<file path="config.mk">
export PLATFORM = sky130hd
export DESIGN_NAME = pipe_hazard_ctrl
export DESIGN_NICKNAME = d
export VERILOG_FILES = /design/src/rtl/riscv_pkg.sv /design/src/rtl/hazard_src_decode.sv /design/src/rtl/pipe_hazard_ctrl.sv
export SDC_FILE = /design/constraint.sdc
export NUM_CORES = 1
export LEC_CHECK = 0
export CAP_MARGIN = 5
export CORE_ASPECT_RATIO = 0.9
export CORE_MARGIN = 4
export CORE_UTILIZATION = 48
export DETAILED_ROUTE_END_ITERATION = 10
export GPL_TIMING_DRIVEN = 0
export PLACE_DENSITY_LB_ADDON = 0.2
export SLEW_MARGIN = 10
export SYNTH_ARGS = -nofsm -noshare
export SYNTH_HDL_FRONTEND = slang
export SYNTH_HIERARCHICAL = 1
export SYNTH_SLANG_ARGS = --single-unit
</file>
<file path="constraint.sdc">
create_clock -name clk -period 4.1 [get_ports clk]
set_input_delay 1.23 -clock clk [delete_from_list [all_inputs] [get_ports clk]]
set_output_delay 1.23 -clock clk [all_outputs]
set_load 0.1 [all_outputs]
</file>
<file path="src/rtl/riscv_pkg.sv">
// Shared opcodes, tracking-entry type and FSM states for the ID-stage hazard sequencer.
package riscv_pkg;

  localparam logic [6:0] OP_RTYPE  = 7'd51;
  localparam logic [6:0] OP_LOAD   = 7'd3;
  localparam logic [6:0] OP_STORE  = 7'd35;
  localparam logic [6:0] OP_BRANCH = 7'd99;

  typedef struct packed {
    logic       v;
    logic       ld;
    logic       br;
    logic [4:0] wa;
  } track_entry_t;

  typedef enum logic [0:0] {
    RUN   = 1'b0,
    FLUSH = 1'b1
  } hz_state_t;

  localparam track_entry_t TRACK_EMPTY = '{v: 1'b0, ld: 1'b0, br: 1'b0, wa: 5'd0};

  // Non-writers carry wa=0, so the rs!=0 test also rejects them.
  function automatic logic src_match(input logic used, input logic [4:0] rs, input track_entry_t e);
    return used && (rs != 5'd0) && e.v && (e.wa == rs);
  endfunction

endpackage

</file>
<file path="src/rtl/hazard_src_decode.sv">
// Classifies the IF/ID instruction into register sources, destination and load/branch flags.
module hazard_src_decode
  import riscv_pkg::*;
(
  input  logic [31:0] ifid_instr,
  output logic        uses_rs1,
  output logic        uses_rs2,
  output logic        writes_rd,
  output logic        is_load,
  output logic        is_branch,
  output logic [4:0]  rs1,
  output logic [4:0]  rs2,
  output logic [4:0]  rd
);

  logic unused_fields_s;

  assign rs1 = ifid_instr[19:15];
  assign rs2 = ifid_instr[24:20];
  assign rd  = ifid_instr[11:7];
  assign unused_fields_s = ^{ifid_instr[31:25], ifid_instr[14:12]};

  // Opcode classification; x0 as destination never counts as a write.
  always_comb begin
    uses_rs1  = 1'b0;
    uses_rs2  = 1'b0;
    writes_rd = 1'b0;
    is_load   = 1'b0;
    is_branch = 1'b0;
    case (ifid_instr[6:0])
      OP_RTYPE: begin
        uses_rs1  = 1'b1;
        uses_rs2  = 1'b1;
        writes_rd = (rd != 5'd0);
      end
      OP_LOAD: begin
        uses_rs1  = 1'b1;
        writes_rd = (rd != 5'd0);
        is_load   = 1'b1;
      end
      OP_STORE: begin
        uses_rs1 = 1'b1;
        uses_rs2 = 1'b1;
      end
      OP_BRANCH: begin
        uses_rs1  = 1'b1;
        uses_rs2  = 1'b1;
        is_branch = 1'b1;
      end
      default: begin
        uses_rs1 = 1'b0;
      end
    endcase
  end

endmodule

</file>
<file path="src/rtl/pipe_hazard_ctrl.sv">
// ID-stage pipeline sequencer: RAW stalls, bubble injection and post-branch flush.
// Define FORWARDING_EN to restrict stalls to load-use hazards against the EX entry.
module pipe_hazard_ctrl
  import riscv_pkg::*;
#(
  parameter int FLUSH_CYCLES = 2,
  parameter int CNT_W        = 16
) (
  input  logic             clk,
  input  logic             reset,
  input  logic             ifid_valid,
  input  logic [31:0]      ifid_instr,
  input  logic             branch_taken,
  output logic             pc_we,
  output logic             ifid_we,
  output logic             ifid_flush,
  output logic             idex_bubble,
  output logic             issue,
  output logic [CNT_W-1:0] stall_count
);

  localparam logic [3:0] FLUSH_LOAD = 4'(FLUSH_CYCLES - 1);

  logic         uses_rs1_s, uses_rs2_s, writes_rd_s, is_load_s, is_branch_s;
  logic [4:0]   rs1_s, rs2_s, rd_s;
  hz_state_t    state_r, next_state_s;
  logic [3:0]   flush_cnt_r;
  track_entry_t ex_r, mem_r, wb_r, issued_s;
  logic [CNT_W-1:0] stall_cnt_r;
  logic         take_s, hazard_s, stall_s;

  hazard_src_decode u_dec (
    .ifid_instr (ifid_instr),
    .uses_rs1   (uses_rs1_s),
    .uses_rs2   (uses_rs2_s),
    .writes_rd  (writes_rd_s),
    .is_load    (is_load_s),
    .is_branch  (is_branch_s),
    .rs1        (rs1_s),
    .rs2        (rs2_s),
    .rd         (rd_s)
  );

  assign take_s = branch_taken & ex_r.v & ex_r.br;
  assign stall_count = stall_cnt_r;

`ifdef FORWARDING_EN
  logic unused_track_s;
  assign unused_track_s = ^{wb_r};
  assign hazard_s = ifid_valid && ex_r.ld &&
                    (src_match(uses_rs1_s, rs1_s, ex_r) || src_match(uses_rs2_s, rs2_s, ex_r));
`else
  // Register file is not write-through, so WB still blocks a reader.
  assign hazard_s = ifid_valid &&
                    (src_match(uses_rs1_s, rs1_s, ex_r)  || src_match(uses_rs2_s, rs2_s, ex_r)  ||
                     src_match(uses_rs1_s, rs1_s, mem_r) || src_match(uses_rs2_s, rs2_s, mem_r) ||
                     src_match(uses_rs1_s, rs1_s, wb_r)  || src_match(uses_rs2_s, rs2_s, wb_r));
`endif

  assign stall_s = (state_r == RUN) && !take_s && hazard_s;

  // Entry that enters EX when the ID instruction issues.
  always_comb begin
    issued_s    = TRACK_EMPTY;
    issued_s.v  = 1'b1;
    issued_s.ld = is_load_s;
    issued_s.br = is_branch_s;
    issued_s.wa = writes_rd_s ? rd_s : 5'd0;
  end

  // State register, flush counter, tracking shift and stall counter.
  always_ff @(posedge clk or posedge reset) begin
    if (reset) begin
      state_r     <= RUN;
      flush_cnt_r <= 4'd0;
      ex_r        <= TRACK_EMPTY;
      mem_r       <= TRACK_EMPTY;
      wb_r        <= TRACK_EMPTY;
      stall_cnt_r <= '0;
    end else begin
      state_r <= next_state_s;
      if (state_r == RUN && take_s)
        flush_cnt_r <= FLUSH_LOAD;
      else if (state_r == FLUSH)
        flush_cnt_r <= flush_cnt_r - 4'd1;
      else
        flush_cnt_r <= flush_cnt_r;
      ex_r  <= issue ? issued_s : TRACK_EMPTY;
      mem_r <= ex_r;
      wb_r  <= mem_r;
      if (stall_s && !(&stall_cnt_r))
        stall_cnt_r <= stall_cnt_r + {{(CNT_W-1){1'b0}}, 1'b1};
      else
        stall_cnt_r <= stall_cnt_r;
    end
  end

  // Next-state selection.
  always_comb begin
    next_state_s = state_r;
    case (state_r)
      RUN: begin
        if (take_s && (FLUSH_CYCLES > 1)) next_state_s = FLUSH;
        else                              next_state_s = RUN;
      end
      FLUSH: begin
        if (flush_cnt_r == 4'd1) next_state_s = RUN;
        else                     next_state_s = FLUSH;
      end
      default: next_state_s = RUN;
    endcase
  end

  // Pipeline control outputs; a taken branch outranks a stall.
  always_comb begin
    pc_we       = 1'b0;
    ifid_we     = 1'b0;
    ifid_flush  = 1'b1;
    idex_bubble = 1'b1;
    issue       = 1'b0;
    if (reset) begin
      pc_we = 1'b0;
    end else begin
      case (state_r)
        RUN: begin
          if (take_s) begin
            pc_we   = 1'b1;
            ifid_we = 1'b1;
          end else if (hazard_s) begin
            ifid_flush = 1'b0;
          end else begin
            pc_we       = 1'b1;
            ifid_we     = 1'b1;
            ifid_flush  = 1'b0;
            idex_bubble = ~ifid_valid;
            issue       = ifid_valid;
          end
        end
        FLUSH: begin
          pc_we   = 1'b1;
          ifid_we = 1'b1;
        end
        default: begin
          pc_we = 1'b0;
        end
      endcase
    end
  end

endmodule
</file>
==> results.md <==
- Dpl ws: -1.148 ns
- Synthesized area per cell: 10.39 um2
- Clk buf depth: 2
- Routability cong.: 0.8305
- Placed Area: between 0.002 and 0.003 mm2
- Minimum clock period: between 4 and 5 ns
- Worst Tran Pin Value: slightly below 1 ns
- Hold Path Depth: 0
- Drt first pass iters: 4
- Final #Nets: around 320
- Yosys warns: 6
- Max Cap Viol: 0
- Row cnt: 22
- Setup WS post-layout: -0.1285 ns
- Cts hold-fix bufs: 0
- Clk sinks: 40
- Port Buffers: 36
- Max-slew headroom: 0.3451
- Die Height: 71.67 um
- Avg WL per Cell: between 15 and 20 um
- Crit path max fanout: 4
- Worst IR drop on VDD: approximately 0.00023 V
- Cts bufs inserted: 5
- HPWL after DPL: 3422 um
- Mapped Nets: ~250
- Clock root buffer: clkbuf_8
- RSZ-0062 raised after global routing: true
- GRT Residual Overflow: 0
- Htree depth: 2
- Final Non-Filler Cells: 346
- I/O pin total: 57
- # DRC: 0
- Final wirelength: about 5700 um
- Fin Clk Skew: about 0.0075 ns
- PwrDens: 265.9 mW/mm2
- Commonest non-fill, non-tap cell in the layout: buf_4
- Tcrit/Tclk final: 1.031
- Crit path launch type: input port
- Worst hold path class: reg -> reg
- Failing checks: negative setup slack
- Final instance area: between 0.003 and 0.004 mm2
- Outcome: finished, violations left
- Initial Utilization: 0.5134
- Final-report hold violation count: 0
- Share of cells above drive strength 1: 0.3252
- Core Footprint: 0.004212 mm2
- Inst Count DP: around 310
- Final core utilization: 0.7481
- Multi-input logic area: 0.001077 mm2
- Fmax: ~240 MHz
- FF-to-FF path depth: 18
- Arrival time worst endpoint: ~3 ns
- CP required: roughly 2.9 ns
- Post-Syn Area: 0.002162 mm2
- Hold_ws: between 0.4 and 0.5 ns
- Fill cell count: slightly below 300
- Initial antenna violation count: 0
- First-pass GRT wire length: 9025 um
- Commonest non-fill, non-tap cells in the layout: buf_4, dfrtp_1, xor2_1
- Crit path capture type: output port
- Post-route ant nets: 0
- Die footprint: approximately 0.0056 mm2
- Final setup fails: 4
- Antenna fix cells: 0
- Setup TNS Final: -0.3919 ns
- Post-Synthesis Cells: between 200 and 250
- Leak: 1.523 nW
- Largest net degree at the start of global routing: 31
- Die Wd: 78.75 um
- Vias per std cell: roughly 5.3
- Layout area overhead: 45.72%
- Sequential cell area: 0.001001 mm2
- Clock-pin slew on the worst setup and hold paths: about 0.080 ns
- Power Total: 0.8378 mW
- DRT iter0 DRCs: slightly below 90
- Vias in the first global route: between 1500 and 2000
- Via count of the routed design: roughly 1800
- Total track usage: 0.2091
- Worst setup path category: in -> out
- Max-slew violations: 0
- CTS tree: done
- Clock Latency Late Sink: 0.30 ns
==> state kept, by name, summed over array words and instances (netlist names) <==
name / count
flush_cnt_r: 4
stall_count: 16
ex_r: 7
wb_r: 6
mem_r: 6
state_r: 1
==> critical path, cell delays in order <==
cell and delay (ns):
buf_8 0.10, or4_4 0.54, o21ai_2 0.17, a31oi_1 0.07, or2_1 0.25, buf_6 0.14, nor3_4 0.26, inv_2 0.08
buf_12 0.17
==> power breakdown <==
| group | leakage [nW] | internal (mW) | switching [mW] |
|---|---|---|---|
| combinational | 0.955 | 0.0609 | 0.0782 |
| sequential | 0.525 | 0.407 | 0.00940 |
| clock | 0.0434 | 0.136 | 0.146 |
==> what timing repair did <==
action / CTS / global route
pin swaps: 7 / 11
cloned: 0 / 1
endpoints found under the setup margin: 5 / 15
setup buffers: 29 / 5
resized for setup: 49 / 25
==> final timing paths <==
kind / start / end / slack (ns)
min in group asynchronous: reset / stall_count[13] / 1.45
max in group asynchronous: reset / stall_count[5] / 2.19
worst max-delay path: ifid_instr[22] / idex_bubble / -0.13
worst max register to register: wb_r[2] / stall_count[1] / 0.88
worst min-delay path: mem_r[7] / wb_r[7] / 0.42
worst min register to register: mem_r[7] / wb_r[7] / 0.42
==> area by class of cell <==
cell class	instances	area share
plain buffers	18	0.05878
well taps	60	0.02383
repair buffers	70	0.2137
clock inverters	2	0.004766
inverters	11	0.01311
flip-flops and latches	40	0.3177
clock buffers	6	0.02621
multi-input cells	139	0.3419
==> per-layer routing <==
| metal | wire (um) | track usage | vias to the layer above |
|---|---|---|---|
| li1 | - | - | 845 |
| met1 | 2437 | 0.2599 | 892 |
| met2 | 2714 | 0.3242 | 68 |
| met3 | 366 | 0.05905 | 19 |
| met4 | 228 | 0.1243 | 0 |
| met5 | 0 | 0 | - |
(Power assumes the default switching activity.)
